File: src/rtl/hrm_io_bridge_pkg.sv
// Shared definitions for the hrmcpu I/O bridge: FSM state encodings and default RX queue depth.
package hrm_io_bridge_pkg;

   localparam int RX_LGDEPTH_DEF = 2;

   typedef enum logic [1:0] {
      IN_IDLE = 2'd0,
      IN_WR   = 2'd1,
      IN_WAIT = 2'd2
   } in_state_e;

   typedef enum logic [1:0] {
      OUT_IDLE = 2'd0,
      OUT_POP  = 2'd1,
      OUT_SEND = 2'd2
   } out_state_e;

endpackage

File: src/rtl/hrm_iob_rxq.sv
// Circular RX byte queue for the hrmcpu I/O bridge; a push on a full queue is dropped unless a pop frees a slot.
module hrm_iob_rxq #(
   parameter int LGDEPTH = 2
) (
   input  logic               clk,
   input  logic               i_rst,
   input  logic               push_i,
   input  logic               pop_i,
   input  logic [7:0]         data_i,
   output logic [7:0]         head_o,
   output logic               empty_o,
   output logic               drop_o,
   output logic [LGDEPTH:0]   level_o
);

   localparam int                 DEPTH   = 1 << LGDEPTH;
   localparam logic [LGDEPTH-1:0] PTR_ONE = LGDEPTH'(1);
   localparam logic [LGDEPTH:0]   LVL_ONE = (LGDEPTH+1)'(1);

   logic [7:0]         mem_q [DEPTH];
   logic [LGDEPTH-1:0] wr_q;
   logic [LGDEPTH-1:0] rd_q;
   logic [LGDEPTH:0]   level_q;
   logic [LGDEPTH:0]   level_d;
   logic               full;
   logic               push_ok;
   logic               pop_ok;

   // Level never exceeds DEPTH, so its MSB alone marks the queue full.
   assign empty_o = (level_q == '0);
   assign full    = level_q[LGDEPTH];
   assign pop_ok  = pop_i & ~empty_o;
   assign push_ok = push_i & (~full | pop_ok);
   assign drop_o  = push_i & ~push_ok;
   assign head_o  = mem_q[rd_q];
   assign level_o = level_q;

   always_comb begin
      level_d = level_q;
      if (push_ok && !pop_ok) begin
         level_d = level_q + LVL_ONE;
      end else if (pop_ok && !push_ok) begin
         level_d = level_q - LVL_ONE;
      end
   end

   always_ff @(posedge clk) begin
      if (i_rst) begin
         wr_q    <= '0;
         rd_q    <= '0;
         level_q <= '0;
      end else begin
         if (push_ok) wr_q <= wr_q + PTR_ONE;
         if (pop_ok)  rd_q <= rd_q + PTR_ONE;
         level_q <= level_d;
      end
   end

   always_ff @(posedge clk) begin
      if (push_ok) mem_q[wr_q] <= data_i;
   end

endmodule

File: src/rtl/hrm_io_bridge.sv
// Byte-stream front end for hrmcpu: RX queue -> INBOX writer, OUTBOX reader -> valid/ready TX.
// Optional dropped-byte counter enabled by defining HRM_IOB_OVRCNT_EN.
//
// state    | meaning
// IN_IDLE  | wait for queued byte and INBOX space; latch head, pop queue
// IN_WR    | cpu_in_wr strobe
// IN_WAIT  | dead cycle so cpu_in_full reflects the write
// OUT_IDLE | wait for OUTBOX data; latch head into tx_data
// OUT_POP  | cpu_out_rd strobe; raise tx_valid
// OUT_SEND | hold tx_valid/tx_data until tx_ready
module hrm_io_bridge
   import hrm_io_bridge_pkg::*;
#(
   parameter int RX_LGDEPTH = RX_LGDEPTH_DEF
) (
   input  logic                  clk,
   input  logic                  i_rst,
   input  logic                  rx_valid,
   input  logic [7:0]            rx_data,
   output logic [7:0]            cpu_in_data,
   output logic                  cpu_in_wr,
   input  logic                  cpu_in_full,
   input  logic [7:0]            cpu_out_data,
   input  logic                  cpu_out_empty,
   output logic                  cpu_out_rd,
   output logic [7:0]            tx_data,
   output logic                  tx_valid,
   input  logic                  tx_ready,
   output logic [RX_LGDEPTH:0]   rx_level,
   output logic [7:0]            ovr_cnt
);

   in_state_e  in_state_q,  in_state_d;
   out_state_e out_state_q, out_state_d;
   logic [7:0] in_data_q, in_data_d;
   logic       in_wr_q, in_wr_d;
   logic [7:0] tx_data_q, tx_data_d;
   logic       tx_valid_q, tx_valid_d;
   logic       out_rd_q, out_rd_d;
   logic       rxq_pop;
   logic       rxq_empty;
   logic       rx_drop;
   logic [7:0] rxq_head;

   hrm_iob_rxq #(.LGDEPTH(RX_LGDEPTH)) u_rxq (
      .clk     (clk),
      .i_rst   (i_rst),
      .push_i  (rx_valid),
      .pop_i   (rxq_pop),
      .data_i  (rx_data),
      .head_o  (rxq_head),
      .empty_o (rxq_empty),
      .drop_o  (rx_drop),
      .level_o (rx_level)
   );

   always_comb begin
      in_state_d = in_state_q;
      in_data_d  = in_data_q;
      in_wr_d    = 1'b0;
      rxq_pop    = 1'b0;
      case (in_state_q)
         IN_IDLE: begin
            if (!rxq_empty && !cpu_in_full) begin
               in_data_d  = rxq_head;
               rxq_pop    = 1'b1;
               in_wr_d    = 1'b1;
               in_state_d = IN_WR;
            end
         end
         IN_WR:   in_state_d = IN_WAIT;
         IN_WAIT: in_state_d = IN_IDLE;
         default: in_state_d = IN_IDLE;
      endcase
   end

   always_comb begin
      out_state_d = out_state_q;
      tx_data_d   = tx_data_q;
      tx_valid_d  = tx_valid_q;
      out_rd_d    = 1'b0;
      case (out_state_q)
         OUT_IDLE: begin
            if (!cpu_out_empty && !tx_valid_q) begin
               tx_data_d   = cpu_out_data;
               out_rd_d    = 1'b1;
               out_state_d = OUT_POP;
            end
         end
         OUT_POP: begin
            tx_valid_d  = 1'b1;
            out_state_d = OUT_SEND;
         end
         OUT_SEND: begin
            if (tx_ready) begin
               tx_valid_d  = 1'b0;
               out_state_d = OUT_IDLE;
            end
         end
         default: out_state_d = OUT_IDLE;
      endcase
   end

   // Reset drops any byte already popped from the OUTBOX but not yet accepted.
   always_ff @(posedge clk) begin
      if (i_rst) begin
         in_state_q  <= IN_IDLE;
         in_data_q   <= 8'h00;
         in_wr_q     <= 1'b0;
         out_state_q <= OUT_IDLE;
         tx_data_q   <= 8'h00;
         tx_valid_q  <= 1'b0;
         out_rd_q    <= 1'b0;
      end else begin
         in_state_q  <= in_state_d;
         in_data_q   <= in_data_d;
         in_wr_q     <= in_wr_d;
         out_state_q <= out_state_d;
         tx_data_q   <= tx_data_d;
         tx_valid_q  <= tx_valid_d;
         out_rd_q    <= out_rd_d;
      end
   end

   assign cpu_in_data = in_data_q;
   assign cpu_in_wr   = in_wr_q;
   assign cpu_out_rd  = out_rd_q;
   assign tx_data     = tx_data_q;
   assign tx_valid    = tx_valid_q;

`ifdef HRM_IOB_OVRCNT_EN
   logic [7:0] ovr_q, ovr_d;

   always_comb begin
      ovr_d = ovr_q;
      if (rx_drop && ovr_q != 8'hFF) ovr_d = ovr_q + 8'd1;
   end

   always_ff @(posedge clk) begin
      if (i_rst) ovr_q <= 8'h00;
      else       ovr_q <= ovr_d;
   end

   assign ovr_cnt = ovr_q;
`else
   logic unused_drop;
   assign unused_drop = rx_drop;
   assign ovr_cnt     = 8'h00;
`endif

endmodule
File: config.mk
export PLATFORM = sky130hd
export DESIGN_NAME = hrm_io_bridge
export DESIGN_NICKNAME = d
export VERILOG_FILES = /design/src/rtl/hrm_io_bridge_pkg.sv /design/src/rtl/hrm_iob_rxq.sv /design/src/rtl/hrm_io_bridge.sv
export SDC_FILE = /design/constraint.sdc
export NUM_CORES = 1
export LEC_CHECK = 0
export BUFFER_PORTS_ARGS = -buffer_cell sky130_fd_sc_hd__buf_2
export CORE_UTILIZATION = 40
export CTS_BUF_LIST = sky130_fd_sc_hd__clkbuf_16
export DETAILED_ROUTE_END_ITERATION = 8
export PLACE_DENSITY_LB_ADDON = 0.15
export SLEW_MARGIN = 20
export SYNTH_ARGS = -nofsm -noshare
export SYNTH_HDL_FRONTEND = slang
export SYNTH_HIERARCHICAL = 1
export SYNTH_SLANG_ARGS = --single-unit
File: constraint.sdc
create_clock -name clk -period 6.3 [get_ports clk]
set_input_delay 1.26 -clock clk [delete_from_list [all_inputs] [get_ports clk]]
set_output_delay 1.26 -clock clk [all_outputs]
set_load 0.005 [all_outputs]
======== Yosys cells after proc, flatten, opt, wreduce, memory -nomap -nowiden ========
Memory sizes are Yosys's and may differ from the RTL's. A register that Yosys moved wholly into a read port is not among the register bits.
Cells that the tools add are included.
storage, ports and cells
  bits of input ports ..................... 22
  memories kept ........................... 1
  output and inout bits ................... 30
  bits in registers ....................... 22
  memory bits (writable) .................. 32
  logic and storage cells ................. 60
memory list
  memory       words  bits a word  rd ports  clocked after Yosys merged registers in  write ports  line               source
  u_rxq.mem_q  4      8            1         1                                        1            hrm_iob_rxq.sv:20  logic [7:0] mem_q [DEPTH];
operators by class
  multiplexer cells ....................... 14
  reduce and logical (&&, ||, !) cells .... 20
  $add $sub $neg .......................... 4
  eq/ne operators ......................... 6
  bitwise gates (word level) .............. 6
operators by type and width
  kind                   number
  $reduce_and A2 Y1      4
  $logic_not A1 Y1       6
  $mux W1                6
  $mux W2                3
  $mux W3                2
  $ne A2 B2 Y1 const B   3
  $pmux W2 S3            1
  $add A2 B1 Y2 const B  2
  $eq A2 B1 Y1 const B   2
  $logic_and A1 B1 Y1    4
  $logic_not A2 Y1       2
  $pmux W2 S2            1
  $reduce_bool A2 Y1     2
  $add A3 B1 Y3 const B  1
  $logic_not A3 Y1       1
  $not A1 Y1             3
  $sub A3 B1 Y3 const B  1
  $and A1 B1 Y1          2
  $eq A2 B2 Y1 const B   1
  $pmux W1 S2            1
  $reduce_or A2 Y1       1
  $or A1 B1 Y1           1

======== Depth between registers and ports, before layout ========
  depth after elaboration ................. 12
  mapped depth ............................ 11

======== Cells and area by module ========
Netlist, hierarchy kept.
modules (own cells, without submodules)
  module         area an instance (um^2)  cells an instance  sequential area each (um^2)  times used
  hrm_iob_rxq    1637.8                   92                 1141.1                       1
  hrm_io_bridge  1041.0                   100                460.4                        1

======== Worst setup path before layout ========
OpenSTA, ideal clock, no wires.
  path kind ............................... input-to-reg
  start point ............................. input port cpu_in_full
  end point ............................... register u_rxq.level_q[2] (netlist: u_rxq/level_o[2])
  stages .................................. 10
  path buffers ............................ 1
  slack ................................... 3.109 ns
  data arrival time ....................... 3.120 ns
  setup time .............................. 0.070 ns
  cell sequence ........................... nor4_4 buf_6 and2b_1 nor2_1 ha_1 inv_1 fa_1 xor2_1 or3_1 a21oi_1
between the ends
  longest elaborated chain between the ends .. 10
  elaborated cells on any way between the ends .. 13
  those cells by class .................... mux (3); bitwise (3); reduce/logical (7)
RTL lines
  what                                 line                 source
  from (decl)                          hrm_io_bridge.sv:22  input logic cpu_in_full,
  $logic_not A1 Y1 *                   hrm_io_bridge.sv:64  if (!rxq_empty && !cpu_in_full) begin
  $logic_and A1 B1 Y1 *                hrm_io_bridge.sv:64
  $mux W1 *                            hrm_io_bridge.sv:64
  $mux W1 *                            --
  $and A1 B1 Y1 *                      hrm_iob_rxq.sv:32    assign pop_ok = pop_i & ~empty_o;
  $or A1 B1 Y1 *                       hrm_iob_rxq.sv:33    assign push_ok = push_i & (~full | pop_ok);
  $and A1 B1 Y1 *                      hrm_iob_rxq.sv:33
  via u_rxq.push_ok                    hrm_iob_rxq.sv:26    logic push_ok;
  $logic_not A1 Y1                     hrm_iob_rxq.sv:42    end else if (pop_ok && !push_ok) begin
  $logic_and A1 B1 Y1                  hrm_iob_rxq.sv:42
  $reduce_bool A2 Y1 (no source line)  --
  to (signal assigned)                 hrm_iob_rxq.sv:55    level_q <= level_d;
  to (decl)                            hrm_iob_rxq.sv:23    logic [LGDEPTH:0] level_q;
The timed path passes the listed nets; every way through them passes the cells marked *.
A chain may end at the register's enable or synchronous reset.

======== Worst setup path in the final report ========
Ends and elaborated chain as after synthesis.

==> results_dict.tcl <==
set metrics [dict create \
    final_cell_area_mm2 0.00322 \
    htreeDepth 3 \
    core-area_mm2 0.00639 \
    rsz0062_at_grt "no" \
    setup_violations 0 \
    start_util 0.419 \
    viasPerCell 4.69 \
    placed_area_mm2 0.00290 \
    drv_slew 0 \
    placed_cells 302 \
    finalNonFillerCells 318 \
    syn_area_mm2 0.00268 \
    cts_sinks 64 \
    antenna_found_initial 0 \
    drt_iter0_drc 51 \
    first_global_vias 1509 \
    fill_cells 567 \
    power.leakage_nw 1.29 \
    dieArea_mm2 0.00702 \
    crit_required_ns 6.54 \
    cts_buffer_depth 2 \
    whs_ns 0.470 \
    finClkSkew_ns 0.00426 \
    cts_root_buf "clkbuf_16" \
    max_freq_ghz 0.281 \
    cts_hold_buf 0 \
    yosys_warnings 6 \
    grt_pass1_wl_um 7360 \
    dr.pass1.iters 4 \
    grtUsageTotal 0.137 \
    cts_tree "yes" \
    finalCriticalPeriod_ns 3.56 \
    syn2layout_area_growth_pct 20.4 \
    cts_buffers 9 \
    cp_max_fo 14 \
    die_x_um 83.8 \
    fp.dieH_um 83.8 \
    clock_latency_ns 0.32 \
    start_kind "input pin" \
    wl_per_cell_um 13.6 \
    post_cts_buffers 0 \
    end_kind "flip-flop" \
    worst_ep_arrival_time_ns 3.81 \
    ant_nets 0 \
    path_clk_slew_ns 0.06 \
    drcViolationCount 0 \
    row_count 29 \
    grt-ovfl-total 0 \
    ir_worst_vdd_v 0.000224 \
    final_util 0.505 \
    hold_viol 0 \
    syn_avg_cell_area_um2 14.0 \
    syn_inst 191 \
    hold_path.class "reg2reg" \
    grt_max_degree 48 \
    place_congestion 0.621 \
    post_route_cells_drive_above_1_share 0.303 \
    insertedDiodeCount 0 \
    hp-start "tx_data[2]" \
    crit_type "in2reg" \
    relSlewSlack 0.306 \
    r2r-start "u_rxq/level_o[0]" \
    status "complete, no violations" \
    worst_pin_slew_ns 1.03 \
    numPortBuffers 43 \
    routed_wl_um 4330 \
    dp_hpwl_um 2870 \
    fin_nets 264 \
    finalCritPeriodShare 0.566 \
    cap_violations 0 \
    p_per_area_mw_per_mm2 405 \
    cts-resized-gates 0 \
    ios 52 \
    num_vias 1492 \
    worst_setup_path_startpoint "cpu_in_full" \
    tns_ns 0 \
]
-- report_power, final --
group	switching [mW]	leakage [nW]	total, mW	internal (mW)
clock	0.177	0.156	0.523	0.346
sequential	0.0527	0.555	0.551	0.499
combinational	0.108	0.576	0.229	0.121
total	0.337	1.29	1.30	0.966
-- critical path, stage by stage --
cell and delay [ns]:
buf_2 0.11, nor4_4 0.84, and2b_1 0.29, nor2_1 0.09, ha_1 0.18, inv_1 0.06
fa_1 0.37, xor2_1 0.16, or3_1 0.31, a21oi_1 0.13
-- worst paths after layout --
check	to	slack [ns]	depth (start not counted)
max reg2reg	u_rxq/level_o[2]	3.18	10
min reg2reg	tx_data[2]	0.47	2
max	u_rxq/level_o[2]	2.74	10
min	tx_data[2]	0.47	2
-- flip-flops by register name (all words and copies together) (netlist names), named ones only --
signal	flops
cpu_in_data	8
cpu_in_wr	1
cpu_out_rd	1
in_state_q	2
out_state_q	2
tx_data	8
tx_valid	1
u_rxq/level_o	3
u_rxq/mem_q	32
u_rxq/rd_q	2
u_rxq/wr_q	2
-- layout by cell type (no fill, tap or decap), types with 5 or more instances in the layout --
master      n
nand2b_1   33
clkbuf_16   9
dfxtp_1    32
nor2_1      6
inv_1       6
mux4_2      8
ha_1        5
buf_2      43
conb_1      8
edfxtp_1   32
mux2i_1    17
-- routing by layer --
metal,track usage,vias up,wire length [um]
met5,0,-,0
met2,0.213,48,1980
met3,0.0406,4,232
li1,-,750,-
met1,0.177,690,2080
met4,0.0647,0,35
-- stage by stage --
stage | setup slack [ns] | power, mW
floorplan | 3.11 | 0.732
global placement | 2.43 | 0.790
detailed placement | 2.42 | 0.793
CTS | 2.74 | 1.32
global route | 2.54 | 1.37
finish | 2.74 | 1.30
-- cell type report --
| type | instances | area [um^2] | area share |
|---|---|---|---|
| flip-flops and latches | 64 | 1600 | 0.497 |
| multi-input cells | 111 | 958 | 0.297 |
| clock buffers | 9 | 225 | 0.0699 |
| repair buffers | 44 | 223 | 0.0691 |
| well taps | 77 | 96.3 | 0.0299 |
| clock inverters | 7 | 95.1 | 0.0295 |
| inverters | 6 | 22.5 | 0.00699 |
Note: power is estimated with default switching activity, not from simulation.
